**src/rtl/score_display_pkg.sv**
```systemverilog
// Shared types and constants for the score display: conversion states,
// segment patterns and the double-dabble nibble adjust step.
package score_disp_pkg;

    localparam int BCD_W = 12;

    typedef enum logic [1:0] {
        IDLE,
        LOAD,
        SHIFT,
        DONE
    } conv_state_t;

    typedef logic [1:0] digit_sel_t;

    // Active-high patterns, bit order {g,f,e,d,c,b,a}
    localparam logic [6:0] SEG_LUT [0:9] = '{
        7'h3F, 7'h06, 7'h5B, 7'h4F, 7'h66,
        7'h6D, 7'h7D, 7'h07, 7'h7F, 7'h6F
    };

    localparam logic [6:0] BLANK_SEG = 7'h00;

    function automatic logic [BCD_W-1:0] add3_adjust(input logic [BCD_W-1:0] acc);
        logic [BCD_W-1:0] res;
        res = acc;
        for (int i = 0; i < BCD_W / 4; i++) begin
            if (acc[4*i +: 4] >= 4'd5) begin
                res[4*i +: 4] = acc[4*i +: 4] + 4'd3;
            end
        end
        return res;
    endfunction

endpackage

```
**src/rtl/score_display_if.sv**
```systemverilog
// Bus between the score register side and the display block: the score
// coming in, and segment/anode pins plus conversion status going out.
interface score_display_if
    import score_disp_pkg::*;
#(
    parameter int SCORE_W = 8
);
    logic [SCORE_W-1:0] score;
    logic [6:0]         seg;
    logic [3:0]         an;
    logic [BCD_W-1:0]   bcd;
    logic               busy;

    modport master (output score, input seg, an, bcd, busy);
    modport slave  (input score, output seg, an, bcd, busy);

endinterface

```
**src/rtl/score_display_bin2bcd_seq.sv**
```systemverilog
// Sequential binary-to-BCD converter: one shift-add-3 step per clock,
// result published only once the whole conversion has finished.
module bin2bcd_seq
    import score_disp_pkg::*;
#(
    parameter int SCORE_W = 8
) (
    input  logic               clk,
    input  logic               rst,
    input  logic               i_start,
    input  logic [SCORE_W-1:0] i_score,
    output logic               o_busy,
    output logic               o_done,
    output logic [BCD_W-1:0]   o_bcd,
    output logic [SCORE_W-1:0] o_cap
);
    localparam int CNT_W = (SCORE_W > 1) ? $clog2(SCORE_W) : 1;
    localparam logic [CNT_W-1:0] LAST_CNT = CNT_W'(SCORE_W - 1);

    conv_state_t        r_state;
    conv_state_t        w_next;
    logic [SCORE_W-1:0] r_cap;
    logic [SCORE_W-1:0] r_sh;
    logic [BCD_W-1:0]   r_acc;
    logic [BCD_W-1:0]   r_bcd;
    logic [CNT_W-1:0]   r_cnt;
    logic [BCD_W-1:0]   w_adj;

    always_ff @(posedge clk or posedge rst) begin
        if (rst) begin
            r_state <= IDLE;
        end else begin
            r_state <= w_next;
        end
    end

    always_comb begin
        w_next = r_state;
        case (r_state)
            IDLE:    if (i_start) w_next = LOAD;
            LOAD:    w_next = SHIFT;
            SHIFT:   if (r_cnt == LAST_CNT) w_next = DONE;
            DONE:    w_next = IDLE;
            default: w_next = IDLE;
        endcase
    end

    assign w_adj = add3_adjust(r_acc);

    // The score is captured in IDLE so later input changes cannot disturb a running conversion
    always_ff @(posedge clk or posedge rst) begin
        if (rst) begin
            r_cap <= '0;
            r_sh  <= '0;
            r_acc <= '0;
            r_bcd <= '0;
            r_cnt <= '0;
        end else begin
            case (r_state)
                IDLE: begin
                    if (i_start) r_cap <= i_score;
                end
                LOAD: begin
                    r_sh  <= r_cap;
                    r_acc <= '0;
                    r_cnt <= '0;
                end
                SHIFT: begin
                    {r_acc, r_sh} <= {w_adj, r_sh} << 1;
                    r_cnt         <= r_cnt + 1'b1;
                end
                DONE: begin
                    r_bcd <= r_acc;
                end
                default: ;
            endcase
        end
    end

    assign o_busy = (r_state != IDLE);
    assign o_done = (r_state == DONE);
    assign o_bcd  = r_bcd;
    assign o_cap  = r_cap;

endmodule

```
**src/rtl/score_display.sv**
```systemverilog
// Shows the binary game score in decimal on a multiplexed 4-anode 7-segment
// display, converting only when the score differs from the last one shown.
module score_display
    import score_disp_pkg::*;
#(
    parameter int SCORE_W        = 8,
    parameter int REFRESH_DIV    = 100000,
    parameter bit SEG_ACTIVE_LOW = 1'b1
) (
    input logic            clk,
    input logic            rst,
    score_display_if.slave bus
);
    localparam int               RC_W    = (REFRESH_DIV > 2) ? $clog2(REFRESH_DIV) : 1;
    localparam logic [RC_W-1:0]  RC_LAST = RC_W'(REFRESH_DIV - 1);
    localparam logic [6:0]       SEG_OFF = SEG_ACTIVE_LOW ? ~BLANK_SEG : BLANK_SEG;
    localparam logic [3:0]       AN_OFF  = SEG_ACTIVE_LOW ? 4'hF : 4'h0;

    logic               r_valid;
    logic [SCORE_W-1:0] r_last;
    logic [RC_W-1:0]    r_rcnt;
    digit_sel_t         r_digit_sel;
    logic [6:0]         r_seg;
    logic [3:0]         r_an;

    logic               w_start;
    logic               w_busy;
    logic               w_done;
    logic [BCD_W-1:0]   w_bcd;
    logic [SCORE_W-1:0] w_cap;
    logic [3:0]         w_digit;
    logic               w_blank;
    logic [6:0]         w_seg_on;
    logic [3:0]         w_an_on;

    assign w_start = !r_valid || (bus.score != r_last);

    bin2bcd_seq #(
        .SCORE_W (SCORE_W)
    ) u_conv (
        .clk     (clk),
        .rst     (rst),
        .i_start (w_start),
        .i_score (bus.score),
        .o_busy  (w_busy),
        .o_done  (w_done),
        .o_bcd   (w_bcd),
        .o_cap   (w_cap)
    );

    always_ff @(posedge clk or posedge rst) begin
        if (rst) begin
            r_valid <= 1'b0;
            r_last  <= '0;
        end else if (w_done) begin
            r_valid <= 1'b1;
            r_last  <= w_cap;
        end
    end

    always_ff @(posedge clk or posedge rst) begin
        if (rst) begin
            r_rcnt      <= '0;
            r_digit_sel <= 2'd0;
        end else if (r_rcnt == RC_LAST) begin
            r_rcnt      <= '0;
            r_digit_sel <= (r_digit_sel == 2'd2) ? 2'd0 : r_digit_sel + 2'd1;
        end else begin
            r_rcnt <= r_rcnt + 1'b1;
        end
    end

    // Leading-zero blanking: a blank slot lights nothing at all, anode included
    always_comb begin
        w_digit = 4'd0;
        w_blank = 1'b0;
        case (r_digit_sel)
            2'd0: w_digit = w_bcd[3:0];
            2'd1: begin
                w_digit = w_bcd[7:4];
                w_blank = (w_bcd[11:8] == 4'd0) && (w_bcd[7:4] == 4'd0);
            end
            2'd2: begin
                w_digit = w_bcd[11:8];
                w_blank = (w_bcd[11:8] == 4'd0);
            end
            default: w_blank = 1'b1;
        endcase
        w_seg_on = w_blank ? BLANK_SEG : SEG_LUT[w_digit];
        w_an_on  = w_blank ? 4'b0000 : (4'b0001 << r_digit_sel);
    end

    always_ff @(posedge clk or posedge rst) begin
        if (rst) begin
            r_seg <= SEG_OFF;
            r_an  <= AN_OFF;
        end else begin
            r_seg <= SEG_ACTIVE_LOW ? ~w_seg_on : w_seg_on;
            r_an  <= SEG_ACTIVE_LOW ? ~w_an_on : w_an_on;
        end
    end

    assign bus.seg  = r_seg;
    assign bus.an   = r_an;
    assign bus.bcd  = w_bcd;
    assign bus.busy = w_busy;

endmodule

```
**src/flat_wrapper.sv**
```systemverilog
// flat-port wrapper written by rule: the top's interface ports become plain ports
module score_display_flat import score_disp_pkg::*;
#(
    parameter int SCORE_W        = 8,
    parameter int REFRESH_DIV    = 100000,
    parameter bit SEG_ACTIVE_LOW = 1'b1
)
  (clk, rst, bus_score, bus_seg, bus_an, bus_bcd, bus_busy);
  score_display_if #(.SCORE_W(SCORE_W)) bus_i ();
  input logic clk;
  input logic rst;
  input wire logic [$bits(bus_i.score)-1:0] bus_score;
  output wire logic [$bits(bus_i.seg)-1:0] bus_seg;
  output wire logic [$bits(bus_i.an)-1:0] bus_an;
  output wire logic [$bits(bus_i.bcd)-1:0] bus_bcd;
  output wire logic [$bits(bus_i.busy)-1:0] bus_busy;
  assign bus_i.score = bus_score;
  assign bus_seg = bus_i.seg;
  assign bus_an = bus_i.an;
  assign bus_bcd = bus_i.bcd;
  assign bus_busy = bus_i.busy;
  score_display #(.SCORE_W(SCORE_W), .REFRESH_DIV(REFRESH_DIV), .SEG_ACTIVE_LOW(SEG_ACTIVE_LOW)) u_core (.clk(clk), .rst(rst), .bus(bus_i));
endmodule
```
**config.mk**
```make
export PLATFORM = sky130hd
export DESIGN_NAME = score_display_flat
export DESIGN_NICKNAME = d
export VERILOG_FILES = /design/src/rtl/score_display_pkg.sv /design/src/rtl/score_display_if.sv /design/src/rtl/score_display_bin2bcd_seq.sv /design/src/rtl/score_display.sv /design/src/flat_wrapper.sv
export SDC_FILE = /design/constraint.sdc
export NUM_CORES = 1
export LEC_CHECK = 0
export ABC_AREA = 1
export CAP_MARGIN = 10
export CELL_PAD_IN_SITES_DETAIL_PLACEMENT = 1
export CELL_PAD_IN_SITES_GLOBAL_PLACEMENT = 1
export CORE_ASPECT_RATIO = 0.6
export CORE_MARGIN = 1
export CORE_UTILIZATION = 47
export DETAILED_ROUTE_END_ITERATION = 10
export HOLD_SLACK_MARGIN = 0.06
export PLACE_DENSITY = 0.9
export SETUP_SLACK_MARGIN = 0.4
export SYNTH_ARGS = -nofsm -noshare
export SYNTH_HDL_FRONTEND = slang
export SYNTH_SLANG_ARGS = --single-unit
```
**constraint.sdc**
```tcl
create_clock -name clk -period 5.4 [get_ports clk]
set_input_delay 1.08 -clock clk [delete_from_list [all_inputs] [get_ports clk]]
set_output_delay 1.08 -clock clk [all_outputs]
set_load 0.01 [all_outputs]
```
==> impl_results.md, run 1 <==
- Post-layout min period: about 2.8 ns
- R2R Path Start: u_core.u_conv.r_state[1]
- FF+latch area: 2120 µm²
- Skew final: 0.00558 ns
- #FFs+latches synth: 84
- Most frequent cells in the layout: nand2_1, dfrtp_1, inv_1
- Post-DRT Antenna Nets: 0
- Clk buf depth: 2
- Synth area leader: dfrtp_1
- Dpl ws: 2.78 ns
- Worst path slowest cell: clkdlybuf4s50_1
- CTS tree: done
- CTS buffer count: 9
- Overall die area: 9140 µm²
- Critical Path AT: 1.74 ns
- CP max stage delay: 0.49 ns
- Vias per Instance: 5.28
- CP max FO: 6
- Final worst-path cycle share: 52.2%
- Drt drc: 0
- Skew-Pair Late Insertion Delay: 0.34 ns
- Hold depth: 2
- Fmax: ~350 MHz
- Tot Pwr: 0.00211 W
- Global-route usage over all layers: roughly a quarter
- Site row count: 26
- Layout cells sized above 1: 9.71%
- Crit path top cell by count: inv_1
- Final setup fails: 0
- Routed len/inst: 16.8 µm
- Setup Buffers After CTS: 0
- Fin. Hold Viols: 0
- Io pins: 34
- Cell Pwr Density: 435 nW/µm²
- Syn Nets: 509
- DR vias: 3363
- Port bufs: 33
- Unrepaired setup endpoints after global routing: no
- Worst Max-Slew Pin Slew: 0.924 ns
- Final wirelength: 10.7 mm
- Reg2reg end: u_core.u_conv.r_acc[8]
- Syn_area_per_cell: between 8 and 9 µm²
- Register area share after synthesis: 51.4%
- Post-Syn Area: 4110 µm²
- Worst Hold Path EP: u_core.r_valid
- Gpl congestion: between 0.8 and 0.9
- Setup crit end kind: output pin
- Largest net degree at the start of global routing: 55
- Layout area overhead: 17.7%
- Synth area leaders: dfrtp_1, nand2_1, o21ai_0, dfstp_2, inv_1
- Initial DRT Pass Iterations: 4
- Outcome: finished clean
- Reg2reg path depth: 6
- Multi-input gate area: around 1700 µm²
- Die width: 123 µm
- Synth cell types: 38
- Crit path cell chain: inv_1 -> ha_1 -> inv_1 -> clkdlybuf4s50_1
- # clock sinks: 84
- Commonest non-fill, non-tap cell in the layout: nand2_1
- H-tree levels: 3
- Synth warn: 0
- Resized Gates After CTS: 0
- Post-CTS Hold Fix Bufs: 0
- CP startpoint kind: flop
- Peak VDD IR: 0.341 mV
- First-pass GRT wire length: 17.7 mm
- # fillers: 998
- Vias in the first global route: 3525
- Mapped Cells: slightly below 500
- Setup TNS: 0 ns
- Layout net count: ~550
- Slew Viols, Final: 0
- Largest delay share family, worst path: buffers and inverters
- Detailed placer's ending HPWL: 7.72 mm
- Core area: roughly 8500 µm²
- Share of the synthesized area in the top cell type: 44.4%
- GRT Residual Overflow: 0
- Worst Path Required: 4.32 ns
- Die height: 74.5 µm
- CTS Root Cell: clkbuf_16
- Max-cap violations: 0
- Initial core utilization: 48.4%
- Initial antenna violation count: 0
- Setup WS post-layout: 2.58 ns
- Number of DRC markers after the initial detailed-route iteration: 245
- Worst Path Buf+Inv: 3
- N_diodes: 0
- Slew headroom: approximately two fifths
- Critical Setup Path Class: reg2out
- Hold path start: u_core.r_valid
- P_leak: approximately 2.3 nW
- Reg2Reg Setup Slack: 3.07 ns
- Min-Delay Path Class: reg2reg
- Reg clk slew, reported paths: 0.06 ns
[worst max-delay path by stage]
| stage | depth (start not counted) | startpoint | slack, ns | end |
|---|---|---|---|---|
| floorplan | 1 | rst | 2.17 | u_core.r_digit_sel[0] |
| global placement | 3 | rst | 2.82 | u_core.r_last[0] |
| detailed placement | 3 | rst | 2.78 | u_core.u_conv.r_acc[8] |
| CTS | 4 | u_core.u_conv.r_state[1] | 2.58 | bus_busy |
| global route | 4 | u_core.u_conv.r_state[1] | 2.48 | bus_busy |
| finish | 4 | u_core.u_conv.r_state[0] | 2.58 | bus_busy |
[power by group]
| group | switching, W | internal (W) |
|---|---|---|
| Combinational | 0.000424 | 0.000226 |
| Clock | 0.000239 | 0.000349 |
| Sequential | 0.0000899 | 0.000780 |
| Total | 0.000753 | 0.00136 |
[flip-flops by register name, summed over array words and instances (netlist names)]
register	cells
u_core.u_conv.r_cnt	3
u_core.u_conv.r_sh	8
u_core.r_last	8
u_core.r_valid	1
u_core.u_conv.o_bcd	12
u_core.u_conv.r_state	2
u_core.bus.seg	7
u_core.r_digit_sel	2
u_core.u_conv.r_acc	12
u_core.bus.an	4
u_core.r_rcnt	17
u_core.u_conv.o_cap	8
[cell families (layout without fill, tap and decap cells)]
| family | count (synthesis) | in the layout | synth area share [%] |
|---|---|---|---|
| compound gates | 94 | 94 | 12.7 |
| xor+xnor | 11 | 11 | 2.34 |
| fa+ha+maj | 17 | 17 | 5.17 |
| buf+inv | 87 | 130 | 8.21 |
| flops | 84 | 84 | 51.4 |
| other cells | 1 | 1 | 0.0912 |
| simple gates | 188 | 188 | 20.0 |
[synth_stat cells]
library cell	instances
o211ai_2	1
dfstp_2	11
nand2_1	104
o31ai_1	1
buf_6	1
xor2_1	10
clkinv_1	2
a22o_1	2
nand4_1	3
inv_2	5
nor2_1	35
or2_2	2
a31oi_1	1
inv_1	72
nand3_1	22
nor2_4	2
xnor2_1	1
nand3_4	1
nor4_2	1
o22ai_1	6
o21ai_0	63
conb_1	1
nor3_1	6
o21ai_1	4
o32ai_1	1
nand3_2	1
nor4_1	1
o21bai_2	1
clkbuf_1	6
nand2_2	6
a21oi_1	12
or2_1	1
buf_4	1
nor2_2	3
a221oi_2	1
o211a_1	1
dfrtp_1	73
ha_1	17
[tightest hold or removal path, stage by stage, from the launching register on]
cell and delay [ns]:
dfrtp_1 0.32, inv_1 0.05, nand2_1 0.05
[routing by layer]
metal  vias up  global-route usage [%]  share of wire, %
met5         -                       0                 0
met4         0                    6.37              0.96
met3        13                    7.21               3.1
met2        45                    42.9                50
met1      1688                    34.1                46
li1       1617                       -                 -
[through the flow]
| step | util, % | hold slack (ns) | instance area [µm²] | cells |
|---|---|---|---|---|
| floorplan | - | 0.422 | 4110 | 482 |
| global placement | 53.7 | 0.442 | 4560 | 621 |
| detailed placement | 53.7 | 0.449 | 4560 | 621 |
| CTS | 57.0 | 0.464 | 4840 | 637 |
| global route | 57.0 | 0.487 | 4840 | 637 |
| finish | 57.0 | 0.460 | 4840 | 637 |
[cell type report]
class	count	area share, %
tap	112	2.89
inverter	79	6.15
sequential	84	43.7
clock inverter	1	0.103
multi-input combinational	311	34.3
clock buffer	15	5.74
timing repair buffer	35	7.13
Note: power is estimated with default switching activity, not from simulation.
==> inputs of run 2 (changes only) <==
- CORE_UTILIZATION: 47 -> 40
- PLACE_DENSITY: 0.9 -> 0.82
- clock period: 5.4 -> 2.5 ns (I/O delays scaled with it)
==> impl_results.md, run 2 (synthesis gave the netlist of run 1 again) <==
- Hold depth: 2 (unchanged)
- DR vias: 3313 (-1.5%)
- Sequential power share: 39.0% (-2.3 points)
- Drt drc: 0 (unchanged)
- Final setup fails: 0 (unchanged)
- Port bufs: 33 (unchanged)
- Skew final: 0.00896 ns (+0.00338 ns)
- Max-cap violations: 0 (unchanged)
- Io pins: 34 (unchanged)
- Hold WS: 0.459 ns (-0.00140 ns)
- Initial core utilization: 41.5% (-7.0 points)
- Global-route usage over all layers: 21.3% (-4.6 points)
- Gpl congestion: 0.861 (+0.45%)
- Vias in the first global route: 3608 (+2.4%)
- Commonest non-fill, non-tap cell in the layout: nand2_1
- Skew-Pair Late Insertion Delay: 0.34 ns (about the same)
- H-tree levels: 3 (unchanged)
- Slew headroom: 65.1% (+27 points)
- Initial DRT Pass Iterations: 4 (unchanged)
- Post-placement cell count: 647 (+4.2%)
- CTS tree: done
- N_diodes: 0 (unchanged)
- # clock sinks: 84 (unchanged)
- Final std cells w/o fill: 664 (+4.2%)
- Fin. Hold Viols: 0 (unchanged)
- Post-DRT Antenna Nets: 0 (unchanged)
- P_leak: 2.34 nW (+1.9%)
- Dpl ws: 0.508 ns (-2.28 ns)
- Layout area overhead: 20.9%
- Die width: 133 µm (+8.3%)
- Post-layout min period: 1.94 ns
- Worst Path Required: 2.00 ns (-2.32 ns)
- Placed Area: 4620 µm² (+1.5%)
- Site row count: 28 (+7.7%)
- Die height: 80.5 µm (+8.2%)
- Number of DRC markers after the initial detailed-route iteration: 194 (-21%)
- First-pass GRT wire length: 17.8 mm (+0.55%)
- Outcome: finished clean
- Core area: 9910 µm² (+17%)
- Peak VDD IR: 0.367 mV (+7.6%)
- Layout cells sized above 1: 11.0% (+1.2 points)
- CTS Root Cell: clkbuf_16
- Critical Setup Path Class: reg2out
- Slew Viols, Final: 0 (unchanged)
- Largest reg by FF count: u_core.r_rcnt
- Clk pwr share: 29.3% (+1.4 points)
- M2 GR Usage: 36.4% (-6.5 points)
- Unrepaired setup endpoints after global routing: no
- Fmax: 514 MHz
- Reg2reg path depth: 7 (+1)
- Setup crit end kind: output pin
- Met3 Use GR: 3.98% (-3.2 points)
- Routed len/inst: 15.4 µm (-8.3%)
- Reg clk slew, reported paths: 0.06 ns (about the same)
- Vias per Instance: 4.99 (-5.5%)
- Worst Max-Slew Pin Slew: 0.524 ns (-0.401 ns)
- Setup TNS: 0 ns (unchanged)
- Final worst-path cycle share: 77.8%
- Largest net degree at the start of global routing: 44 (-20%)
- Detailed placer's ending HPWL: 7.47 mm (-3.2%)
- Switching power: 0.00168 W (+120%)
- Largest register FFs: 17 (unchanged)
- Final wirelength: 10.3 mm (-4.5%)
- Cell internal pwr: 0.00312 W (+130%)
- Layout net count: 551 (+0.73%)
- Min-Delay Path Class: reg2reg
- Gate power share: 31.7% (+0.9 points)
- CTS buffer count: 9 (unchanged)
- Final design area excluding fillers: 4970 µm² (+2.7%)
- Most frequent cells in the layout: nand2_1, dfrtp_1, inv_1
- Met1 Use GR: 27.7% (-6.3 points)
- GR peak layer: met2
- Cell Pwr Density: 967 nW/µm² (+120%)
- Clk buf depth: 2 (unchanged)
- Critical Path AT: 1.44 ns (-0.30 ns)
- Overall die area: 10700 µm² (+17%)
- GRT Residual Overflow: 0 (unchanged)
- Switching part of the total: 35.0% (-0.71 points)
- CP startpoint kind: flop
- Initial antenna violation count: 0 (unchanged)
- Setup WS post-layout: 0.556 ns (-2.03 ns)
- CP max FO: 6 (unchanged)
[run 2: cell types whose count changed in the layout (fill, tap and decap cells not counted), sizes merged]
cell / delta
clkinvlp: +1
clkdlybuf4s50: -1
dlygate4sd2: +1
clkbuf: -1
buf: +4
[run 2: final cells by class]
type,count,area (µm²)
Clock buffer,14,318
Clock inverter,2,10.0
Fill cell,1181,4940
Inverter,79,300
Multi-Input combinational cell,311,1670
Sequential cell,84,2120
Tap cell,135,169
Timing Repair Buffer,39,387
[run 2: power by group through the flow]
stage | registers, W | clock network, W | logic, W
finish | 0.00188 | 0.00141 | 0.00152
detailed placement | 0.00189 | 0 | 0.00145
floorplan | 0.00186 | 0 | 0.000955
CTS | 0.00188 | 0.00144 | 0.00155
global route | 0.00191 | 0.00148 | 0.00173
global placement | 0.00188 | 0 | 0.00135
[run 2: routing by layer]
metal	share of wire, %	vias up
met4	0.60	0
met5	0	-
met1	48	1644
met2	48	43
li1	-	1619
met3	2.8	7
[run 2: worst paths after layout]
kind                                                from                        to  slack, ns
worst min-delay path                      u_core.r_valid            u_core.r_valid       0.46
min in group asynchronous                            rst         u_core.r_rcnt[11]       0.50
worst max register to register  u_core.u_conv.r_state[0]  u_core.u_conv.r_state[0]       0.56
max in group asynchronous                            rst          u_core.r_last[6]       1.44
worst min register to register            u_core.r_valid            u_core.r_valid       0.46
worst max-delay path            u_core.u_conv.r_state[0]                  bus_busy       0.56
[run 2: stage by stage]
stage / utilization (%) / total power, W
floorplan: - / 0.00282
global placement: 46.6 / 0.00324
detailed placement: 46.6 / 0.00335
CTS: 50.1 / 0.00486
global route: 50.1 / 0.00512
finish: 50.1 / 0.00481
[run 2: critical path, cell delays in order (launching register included)]
cell	delay, ns
dfrtp_1	0.40
inv_1	0.15
ha_4	0.20
inv_1	0.07
dlygate4sd2_1	0.28
[run 2: repair_timing]
action	4_1_cts	5_1_grt
setup endpoints to repair	1	0
setup buffers	1	0
hold buffers	0	0
gates resized for setup	3	0
==> inputs of run 3 (changes only) <==
- clock period: 2.5 -> 1.6 ns (I/O delays scaled with it)
==> impl_results.md, run 3 (synthesis gave the netlist of run 1 again) <==
- Reg2reg path depth: 9 (+2)
- Dpl ws: -0.187 ns (-0.695 ns)
- Worst Setup EP: u_core.bus.seg[0]
- Layout area overhead: 76.6%
- CTS buffer count: 9 (unchanged)
- CP startpoint kind: flop
- Die height: 80.5 µm (unchanged)
- Routed len/inst: 29.2 µm (+89%)
- Overall die area: 10700 µm² (unchanged)
- Site row count: 28 (unchanged)
- Reg clk slew, reported paths: 0.07 ns (about the same)
- Layout net count: 659 (+20%)
- First-pass GRT wire length: 25.1 mm (+41%)
- CP max stage delay: 0.49 ns (+0.09 ns)
- Setup WS post-layout: -0.171 ns (-0.727 ns)
- Worst Path Required: 1.86 ns (-0.14 ns)
- Max-cap violations: 0 (unchanged)
- Post-CTS Hold Fix Bufs: 0 (unchanged)
- Worst Path Buf+Inv: 2 (-1)
- Critical Path AT: 2.04 ns (+0.60 ns)
- Port bufs: 33 (unchanged)
- Slew Viols, Final: 0 (unchanged)
- N_diodes: 0 (unchanged)
- Reg2Reg Setup Slack: -0.17 ns (-0.73 ns)
- Largest reg by FF count: u_core.r_rcnt
- Most frequent cells in the layout: dfrtp_1, buf_6, buf_4
- Global-route usage over all layers: 31.9% (+11 points)
- Unrepaired setup endpoints after global routing: yes
- Violated checks: negative setup slack
- Final worst-path cycle share: 111%
- Detailed placer's ending HPWL: 7.89 mm (+5.6%)
- Clk buf depth: 2 (unchanged)
- Reg2reg end: u_core.bus.seg[0]
- Fmax: 565 MHz
- P_leak: 3.40 nW (+45%)
- Initial core utilization: 41.5% (unchanged)
- Fin. Hold Viols: 0 (unchanged)
- Hold depth: 3 (+1)
- Initial antenna violation count: 0 (unchanged)
- Crit path top cell by count: o21ai_1
- Largest register FFs: 17 (unchanged)
- Finished Core Util: 73.2% (+23 points)
- Vias in the first global route: 4458 (+24%)
- Cell Pwr Density: 1670 nW/µm² (+73%)
- H-tree levels: 3 (unchanged)
- GRT Residual Overflow: 0 (unchanged)
- Crit path cell chain: nor2_4 -> nand2_1 -> o21ai_1 -> o21bai_4 -> inv_4 -> ha_4 -> or2_1 -> inv_1 -> o21ai_1
- Peak VDD IR: 2.08 mV (+470%)
- Initial DRT Pass Iterations: 5 (+1)
- Vias per Instance: 5.95 (+19%)
- Worst path slowest cell: dfrtp_2
- # clock sinks: 84 (unchanged)
- Drt drc: 0 (unchanged)
- Largest delay share family, worst path: simple AND/OR/NAND/NOR gates
- CP max FO: 4 (-2)
- DR vias: 4592 (+39%)
- CTS tree: done
- Crit path depth: 9 (+5)
- Min-Delay Path Class: in2reg
- Gpl congestion: 0.823 (-4.4%)
- R2R Path Start: u_core.r_digit_sel[1]
- Final setup fails: 13 (+13)
- Post-placement cell count: 658 (+1.7%)
- CTS Root Cell: clkbuf_16
- Io pins: 34 (unchanged)
- Number of DRC markers after the initial detailed-route iteration: 410 (+110%)
- Outcome: finished, violations left
- Setup crit end kind: flop
- Hold path start: bus_score[7]
- Post-layout min period: 1.77 ns
- Hold WS: 0.297 ns (-0.162 ns)
- Final wirelength: 22.5 mm (+120%)
- Final std cells w/o fill: 772 (+16%)
- Critical path origin: u_core.r_digit_sel[1]
- Layout cells sized above 1: 63.9% (+53 points)
- Die width: 133 µm (unchanged)
- Critical Setup Path Class: reg2reg
- Post-DRT Antenna Nets: 0 (unchanged)
- Largest net degree at the start of global routing: 37 (-16%)
- Commonest non-fill, non-tap cell in the layout: dfrtp_1
- Skew final: 0.0108 ns (+0.00182 ns)
- Skew-Pair Late Insertion Delay: 0.36 ns (+0.02 ns)
- Core area: 9910 µm² (unchanged)
## run 3: what timing repair did
action,CTS,global route
gates cloned,5,3
gates resized for setup,276,246
buffers inserted,63,27
pin swaps,54,68
setup endpoints to repair,100,103
## run 3: power breakdown
| group | switching [W] | internal, W |
|---|---|---|
| Sequential | 0.000666 | 0.00263 |
| Clock | 0.000908 | 0.00106 |
| Combinational | 0.00385 | 0.00302 |
| Total | 0.00543 | 0.00671 |
## run 3: area by class of cell
| cell class | instances | area (µm²) |
|---|---|---|
| clock inverter | 1 | 5.00 |
| sequential | 84 | 2130 |
| timing repair buffer | 143 | 1470 |
| timing repair inverter | 1 | 16.3 |
| tap | 135 | 169 |
| fill | 993 | 2650 |
| inverter | 79 | 357 |
| multi-input combinational | 314 | 2860 |
| clock buffer | 15 | 248 |
## run 3: worst reg2reg max path: stages (launching register included)
cell and delay, ns:
dfrtp_2 0.49, nor2_4 0.21, nand2_1 0.10, o21ai_1 0.09
o21bai_4 0.17, inv_4 0.08, ha_4 0.16, or2_1 0.21
inv_1 0.08, o21ai_1 0.10
## run 3: worst min path at each step
stage	end	slack (ns)
after floorplan	u_core.r_valid	0.42
after global placement	u_core.r_valid	0.44
after detailed placement	u_core.r_valid	0.45
after CTS	u_core.u_conv.o_cap[1]	0.40
after global routing	u_core.u_conv.o_cap[7]	0.30
final	u_core.u_conv.o_cap[7]	0.30
## run 3: metrics by stage
step | instance area [µm²] | total power [W] | TNS, ns
2_1_floorplan | 4270 | 0.00464 | 0
3_3_place_gp | 4860 | 0.00536 | -0.824
3_5_place_dp | 4860 | 0.00552 | -2.08
4_1_cts | 6130 | 0.00890 | 0
5_1_grt | 7260 | 0.0124 | -1.36
6_report | 7260 | 0.0121 | -0.719
## run 3: metal layers
metal	GRT usage, %	up-vias	share of wire [%]
met5	0	-	0
met4	13.3	0	4.6
met3	8.84	93	7.5
met2	54.3	278	48
met1	38.2	2369	40
li1	-	1852	-
